--- src/rtl/operand_loader.sv ---
// operand_loader: button-driven operand capture for a combinational adder.
// Syncs/debounces btn, then a 3-state FSM loads A, then B and Cin.
//
// Ports:
//   clk            system clock
//   rst            synchronous active-high reset
//   sw             raw switch word, captured as A or B
//   sw_cin         raw carry-in switch, captured with B
//   btn            raw bouncy push-button, active-high
//   A, B, Cin      held operands for the adder
//   operands_valid high while a full operand set is shown
//   state_led      state code: LOAD_A=00, LOAD_B=01, SHOW=10
module operand_loader #(
    parameter int WIDTH           = 10,
    parameter int DEBOUNCE_CYCLES = 12000
) (
    input  logic             clk,
    input  logic             rst,
    input  logic [WIDTH-1:0] sw,
    input  logic             sw_cin,
    input  logic             btn,
    output logic [WIDTH-1:0] A,
    output logic [WIDTH-1:0] B,
    output logic             Cin,
    output logic             operands_valid,
    output logic [1:0]       state_led
);

    localparam int CW = (DEBOUNCE_CYCLES > 1) ? $clog2(DEBOUNCE_CYCLES) : 1;
    localparam logic [CW-1:0] DB_LAST = CW'(DEBOUNCE_CYCLES - 1);

    typedef enum logic [1:0] {
        LOAD_A = 2'b00,
        LOAD_B = 2'b01,
        SHOW   = 2'b10
    } state_t;

    state_t        state;
    logic          btn_m;
    logic          btn_s;
    logic          btn_db;
    logic          btn_db_q;
    logic [CW-1:0] db_cnt;
    logic          press;

    // Two-flop synchronizer; only btn_s is used downstream.
    always_ff @(posedge clk) begin
        if (rst) begin
            btn_m <= 1'b0;
            btn_s <= 1'b0;
        end else begin
            btn_m <= btn;
            btn_s <= btn_m;
        end
    end

    // A new level is accepted after DEBOUNCE_CYCLES consecutive
    // differing samples; any return to the old level restarts the count.
    always_ff @(posedge clk) begin
        if (rst) begin
            btn_db   <= 1'b0;
            btn_db_q <= 1'b0;
            db_cnt   <= '0;
        end else begin
            btn_db_q <= btn_db;
            if (btn_s == btn_db) begin
                db_cnt <= '0;
            end else if (db_cnt == DB_LAST) begin
                btn_db <= btn_s;
                db_cnt <= '0;
            end else begin
                db_cnt <= db_cnt + 1'b1;
            end
        end
    end

    // Rising edge of the debounced level only; release is ignored.
    assign press = btn_db & ~btn_db_q;

    always_ff @(posedge clk) begin
        if (rst) begin
            state <= LOAD_A;
            A     <= '0;
            B     <= '0;
            Cin   <= 1'b0;
        end else if (press) begin
            unique case (state)
                LOAD_A: begin
                    A     <= sw;
                    state <= LOAD_B;
                end
                LOAD_B: begin
                    B     <= sw;
                    Cin   <= sw_cin;
                    state <= SHOW;
                end
                SHOW: begin
                    state <= LOAD_A;
                end
                default: begin
                    state <= LOAD_A;
                end
            endcase
        end
    end

    // Decoded straight from the state register: no extra latency.
    always_comb begin
        operands_valid = (state == SHOW);
        state_led      = state;
    end

endmodule
--- config.mk ---
export PLATFORM = sky130hd
export DESIGN_NAME = operand_loader
export DESIGN_NICKNAME = d
export VERILOG_FILES = /design/src/rtl/operand_loader.sv
export SDC_FILE = /design/constraint.sdc
export NUM_CORES = 1
export LEC_CHECK = 0
export BUFFER_PORTS_ARGS = -buffer_cell sky130_fd_sc_hd__buf_4
export CORE_MARGIN = 10
export CORE_UTILIZATION = 33
export CTS_CLUSTER_DIAMETER = 100
export CTS_CLUSTER_SIZE = 25
export DETAILED_ROUTE_END_ITERATION = 10
export SLEW_MARGIN = 20
export SYNTH_ARGS = -nofsm -noshare
export SYNTH_HDL_FRONTEND = slang
export SYNTH_SLANG_ARGS = --single-unit
--- constraint.sdc ---
create_clock -name clk -period 2 [get_ports clk]
set_input_delay 0.3 -clock clk [delete_from_list [all_inputs] [get_ports clk]]
set_output_delay 0.3 -clock clk [all_outputs]
set_load 0.01 [all_outputs]
==> qor.log <==
INFO  timing         post-route-period-util=83.9%
INFO  hold_path      hold_path_startpoint=btn
INFO  timing         final.setup.worst_slack=323ps
INFO  synth          synthesis.area=1640squm
INFO  placed_design  placement.setup.worst_slack=321ps
INFO  detailed_routing routed_wl=3580um
INFO  floorplan      boundaryPins=38
INFO  synth          post_synth.cell_area_avg=9.21squm
INFO  cts            clk_pin_slew=80ps
INFO  power_and_ir_drop power_density=743nW/um^2
INFO  synth          syn-instance-count=178
INFO  cts            clock-sinks=41
INFO  setup_path     origin_of_the_critical_flop_to_flop_path=db_cnt[0]$_SDFF_PP0_
INFO  timing         timing.final.hold_violations=0
INFO  cts            ctsLongestPathBuffers=2
INFO  timing         slew_viol_final=0
INFO  hold_path      holdCritPathClass=primary input to register
INFO  timing         setup_viol=0
INFO  synth          dominant_combinational_cell_family_by_area_after_synthesis=simple AND/OR/NAND/NOR gates
INFO  cts            tritoncts_clock_tree=built
INFO  synth          synth.lib_cells_used.distinct=32
INFO  floorplan      std_cell_rows=25
INFO  detailed_routing drt.antenna.violating_nets=0
INFO  grt            grt_use_met3=5.99%
INFO  cts            cts.htree.levels=2
INFO  layout         share_of_post_route_cells_with_drive_strength_above_1=29.2%
INFO  setup_path     crit_type=register to register
INFO  synth          share_of_the_synthesized_area_in_compound_gates_ao_oa_aoi_oai=7.25%
INFO  layout         antennaDiodeCount=0
INFO  power_and_ir_drop vdd_drop_max=569uV
INFO  detailed_routing wire_per_inst=12.5um
INFO  placed_design  globalplace.congestion=0.685
INFO  timing         fin_setup_tns=0ps
INFO  timing         hold_ws=221ps
INFO  synth          post_synth_xor_area_fraction=6.95%
INFO  layout         final_util=44.0%
INFO  status         outcome=finished, final reports clean
INFO  grt            overflow=0
INFO  timing         unrepaired_setup_endpoints_after_global_routing=false
INFO  timing         timing.slew.headroom=67.4%
INFO  grt            first_pass_grt_wire_length=5980um
INFO  detailed_routing drt_pass1_iterations=4
INFO  hold_path      whs_path_depth=2
INFO  flow_run       max-cap-violations=0
INFO  grt            gr-usage-met1=9.20%
INFO  setup_path     crit_required=2170ps
INFO  setup_path     crit_slowest_cell=sky130_fd_sc_hd__dfxtp_1
INFO  timing         skew=9.23ps
INFO  setup_path     timing.critical_path.mode_cell=sky130_fd_sc_hd__and4_4
INFO  setup_path     worst_reg2reg_setup_slack=320ps
INFO  placed_design  placement.io_buffers=37
INFO  synth          yosys_register_bits=41
INFO  synth          ys.warnings.count=0
INFO  floorplan      fp.dieW=90.5um
INFO  setup_path     worst_r2r_endpoint=db_cnt[2]$_SDFF_PP0_
INFO  timing         fmaxAchievable=596MHz
INFO  setup_path     worstPathCellList=ha_1, and4_4, and4_4, or2_4, nor2_1
INFO  cts            post_cts.resized_instances=0
INFO  placed_design  place.detailed.instances=278
INFO  timing         timing.final.crit_period=1680ps
INFO  hold_path      whs_endpoint=btn_m$_SDFF_PP0_
INFO  cts            cts-buffers-inserted=5
INFO  setup_path     endpoint_kind=register
INFO  grt            gr-usage-all-layers=8.80%
INFO  grt            vias_in_the_first_global_route=1290
INFO  layout         area_delta_synth_final=27.6%
INFO  detailed_routing route.detailed.vias_per_inst=4.44
INFO  synth          synthAdderAreaFrac=0.763%
INFO  setup_path     cp.arrival=1850ps
INFO  grt            number_of_antenna_violations_at_the_first_check_in_global_routing=0
INFO  grt            gr-max-usage-layer=met2
INFO  grt            grt_util_met2=13.9%
INFO  synth          ys_seq_area_share=50.1%
INFO  setup_path     rr_worst_depth=5
INFO  floorplan      design.core.area=4750squm
INFO  setup_path     startpoint_class_of_the_critical_path=register
INFO  floorplan      die_area=8190squm
INFO  cts            cts_hold_buffers=0
INFO  detailed_routing dr_total_vias=1269
INFO  layout         finalNonFillerCells=286
INFO  power_and_ir_drop p_leak=0.000788uW
INFO  synth          muxShareOfSynthArea=0.611%
INFO  grt            grt_max_degree=28
INFO  cts            cell_chosen_for_the_clock_root=sky130_fd_sc_hd__clkbuf_8
INFO  detailed_routing initialDrtViolationCount=18
INFO  setup_path     worst-path-max-fanout=13
INFO  floorplan      initial_utilization=34.5%
INFO  layout         final_net_count=233
INFO  timing         worstMarginPinSlew=489ps
INFO  setup_path     max_stage_delay=410ps
INFO  synth          synth_fp_nets=193
INFO  cts            worst_skew_pair.late_latency=290ps
INFO  detailed_routing post_route_drc_violation_count=0
INFO  placed_design  place_hpwl=2510um
INFO  cts            post_cts_buffers=0
INFO  floorplan      die-height=90.5um
INFO  synth          synth_simple_gate_area_share=31.1%
worst max path at each step:
stage | start | to | cells past startpoint
after floorplan | db_cnt[0]$_SDFF_PP0_ | db_cnt[5]$_SDFF_PP0_ | 6
after global placement | db_cnt[0]$_SDFF_PP0_ | db_cnt[13]$_SDFF_PP0_ | 5
after detailed placement | db_cnt[0]$_SDFF_PP0_ | db_cnt[2]$_SDFF_PP0_ | 5
after CTS | db_cnt[0]$_SDFF_PP0_ | db_cnt[2]$_SDFF_PP0_ | 5
after global routing | db_cnt[0]$_SDFF_PP0_ | db_cnt[12]$_SDFF_PP0_ | 5
final | db_cnt[0]$_SDFF_PP0_ | db_cnt[2]$_SDFF_PP0_ | 5
worst max-delay path, delay by kind of cell (launching register included):
family        cells  cell delay, ps
simple gates      4             920
flops             1             410
fa+ha+maj         1             230
metal layers:
| metal | up-vias | part of all wire, % |
|---|---|---|
| met5 | - | 0 |
| met1 | 570 | 43 |
| met3 | 4 | 11 |
| li1 | 663 | - |
| met4 | 0 | 0.81 |
| met2 | 32 | 45 |
cell families (layout without fill, tap and decap cells):
group / count (synthesis) / after routing
compound gates: 23 / 23
mux: 1 / 1
xor+xnor: 13 / 13
buf+inv: 8 / 49
fa+ha+maj: 1 / 1
flops: 41 / 41
simple gates: 91 / 91
flip-flops by register name, indices dropped and copies added, names as in the netlist:
signal / count
btn_db_q: 1
btn_db: 1
btn_s: 1
db_cnt: 14
A: 10
btn_m: 1
state_led: 2
B: 10
Cin: 1
cell usage after synthesis (all sizes together):
cell / n / area (sq um)
inv: 1 / 3.75
nand2b: 2 / 15.0
dfxtp: 41 / 821
and2: 1 / 6.26
or3b: 1 / 8.76
nor4b: 1 / 15.0
nor2b: 4 / 25.0
nor3: 1 / 10.0
or3: 1 / 6.26
or2: 1 / 8.76
and4: 3 / 31.3
nand2: 45 / 169
nand3: 6 / 30.0
nor2: 15 / 121
ha: 1 / 12.5
a21oi: 23 / 119
mux2i: 1 / 10.0
clkbuf: 2 / 7.51
buf: 5 / 41.3
xnor2: 1 / 8.76
xor2: 12 / 105
nand4: 4 / 25.0
and3: 5 / 31.3
nor3b: 1 / 7.51
stage by stage:
stage | total power (uW) | area [sq um]
global route | 1610 | 2090
floorplan | 856 | 1640
CTS | 1570 | 2090
finish | 1550 | 2090
detailed placement | 880 | 1970
global placement | 880 | 1970
cell usage in the layout, fill, tap and decap left out, types with 2 or more instances in the layout:
master | Yosys | layout
sky130_fd_sc_hd__a21oi_1 | 22 | 22
sky130_fd_sc_hd__and3_1 | 5 | 5
sky130_fd_sc_hd__and4_4 | 2 | 2
sky130_fd_sc_hd__buf_4 | 1 | 40
sky130_fd_sc_hd__clkbuf_8 | 0 | 6
sky130_fd_sc_hd__dfxtp_1 | 41 | 41
sky130_fd_sc_hd__nand2_1 | 45 | 45
sky130_fd_sc_hd__nand3_1 | 6 | 6
sky130_fd_sc_hd__nand4_1 | 4 | 4
sky130_fd_sc_hd__nor2_1 | 5 | 5
sky130_fd_sc_hd__nor2_2 | 2 | 2
sky130_fd_sc_hd__nor2_4 | 8 | 8
sky130_fd_sc_hd__nor2b_1 | 4 | 4
sky130_fd_sc_hd__xor2_1 | 12 | 12
cell type report:
class	count	area (sq um)
clock buffers	7	86.3
repair buffers	40	300
clock inverters	1	30.0
well taps	67	83.8
fillers	496	2660
multi-input cells	129	766
inverters	1	3.75
flip-flops and latches	41	821
power by group:
group          internal [uW]  leakage, uW  switching [uW]
logic                   20.8     0.000399            20.6
registers                818     0.000331            1.58
clock network            407    0.0000585             285
Note: power is estimated with default switching activity, not from simulation.
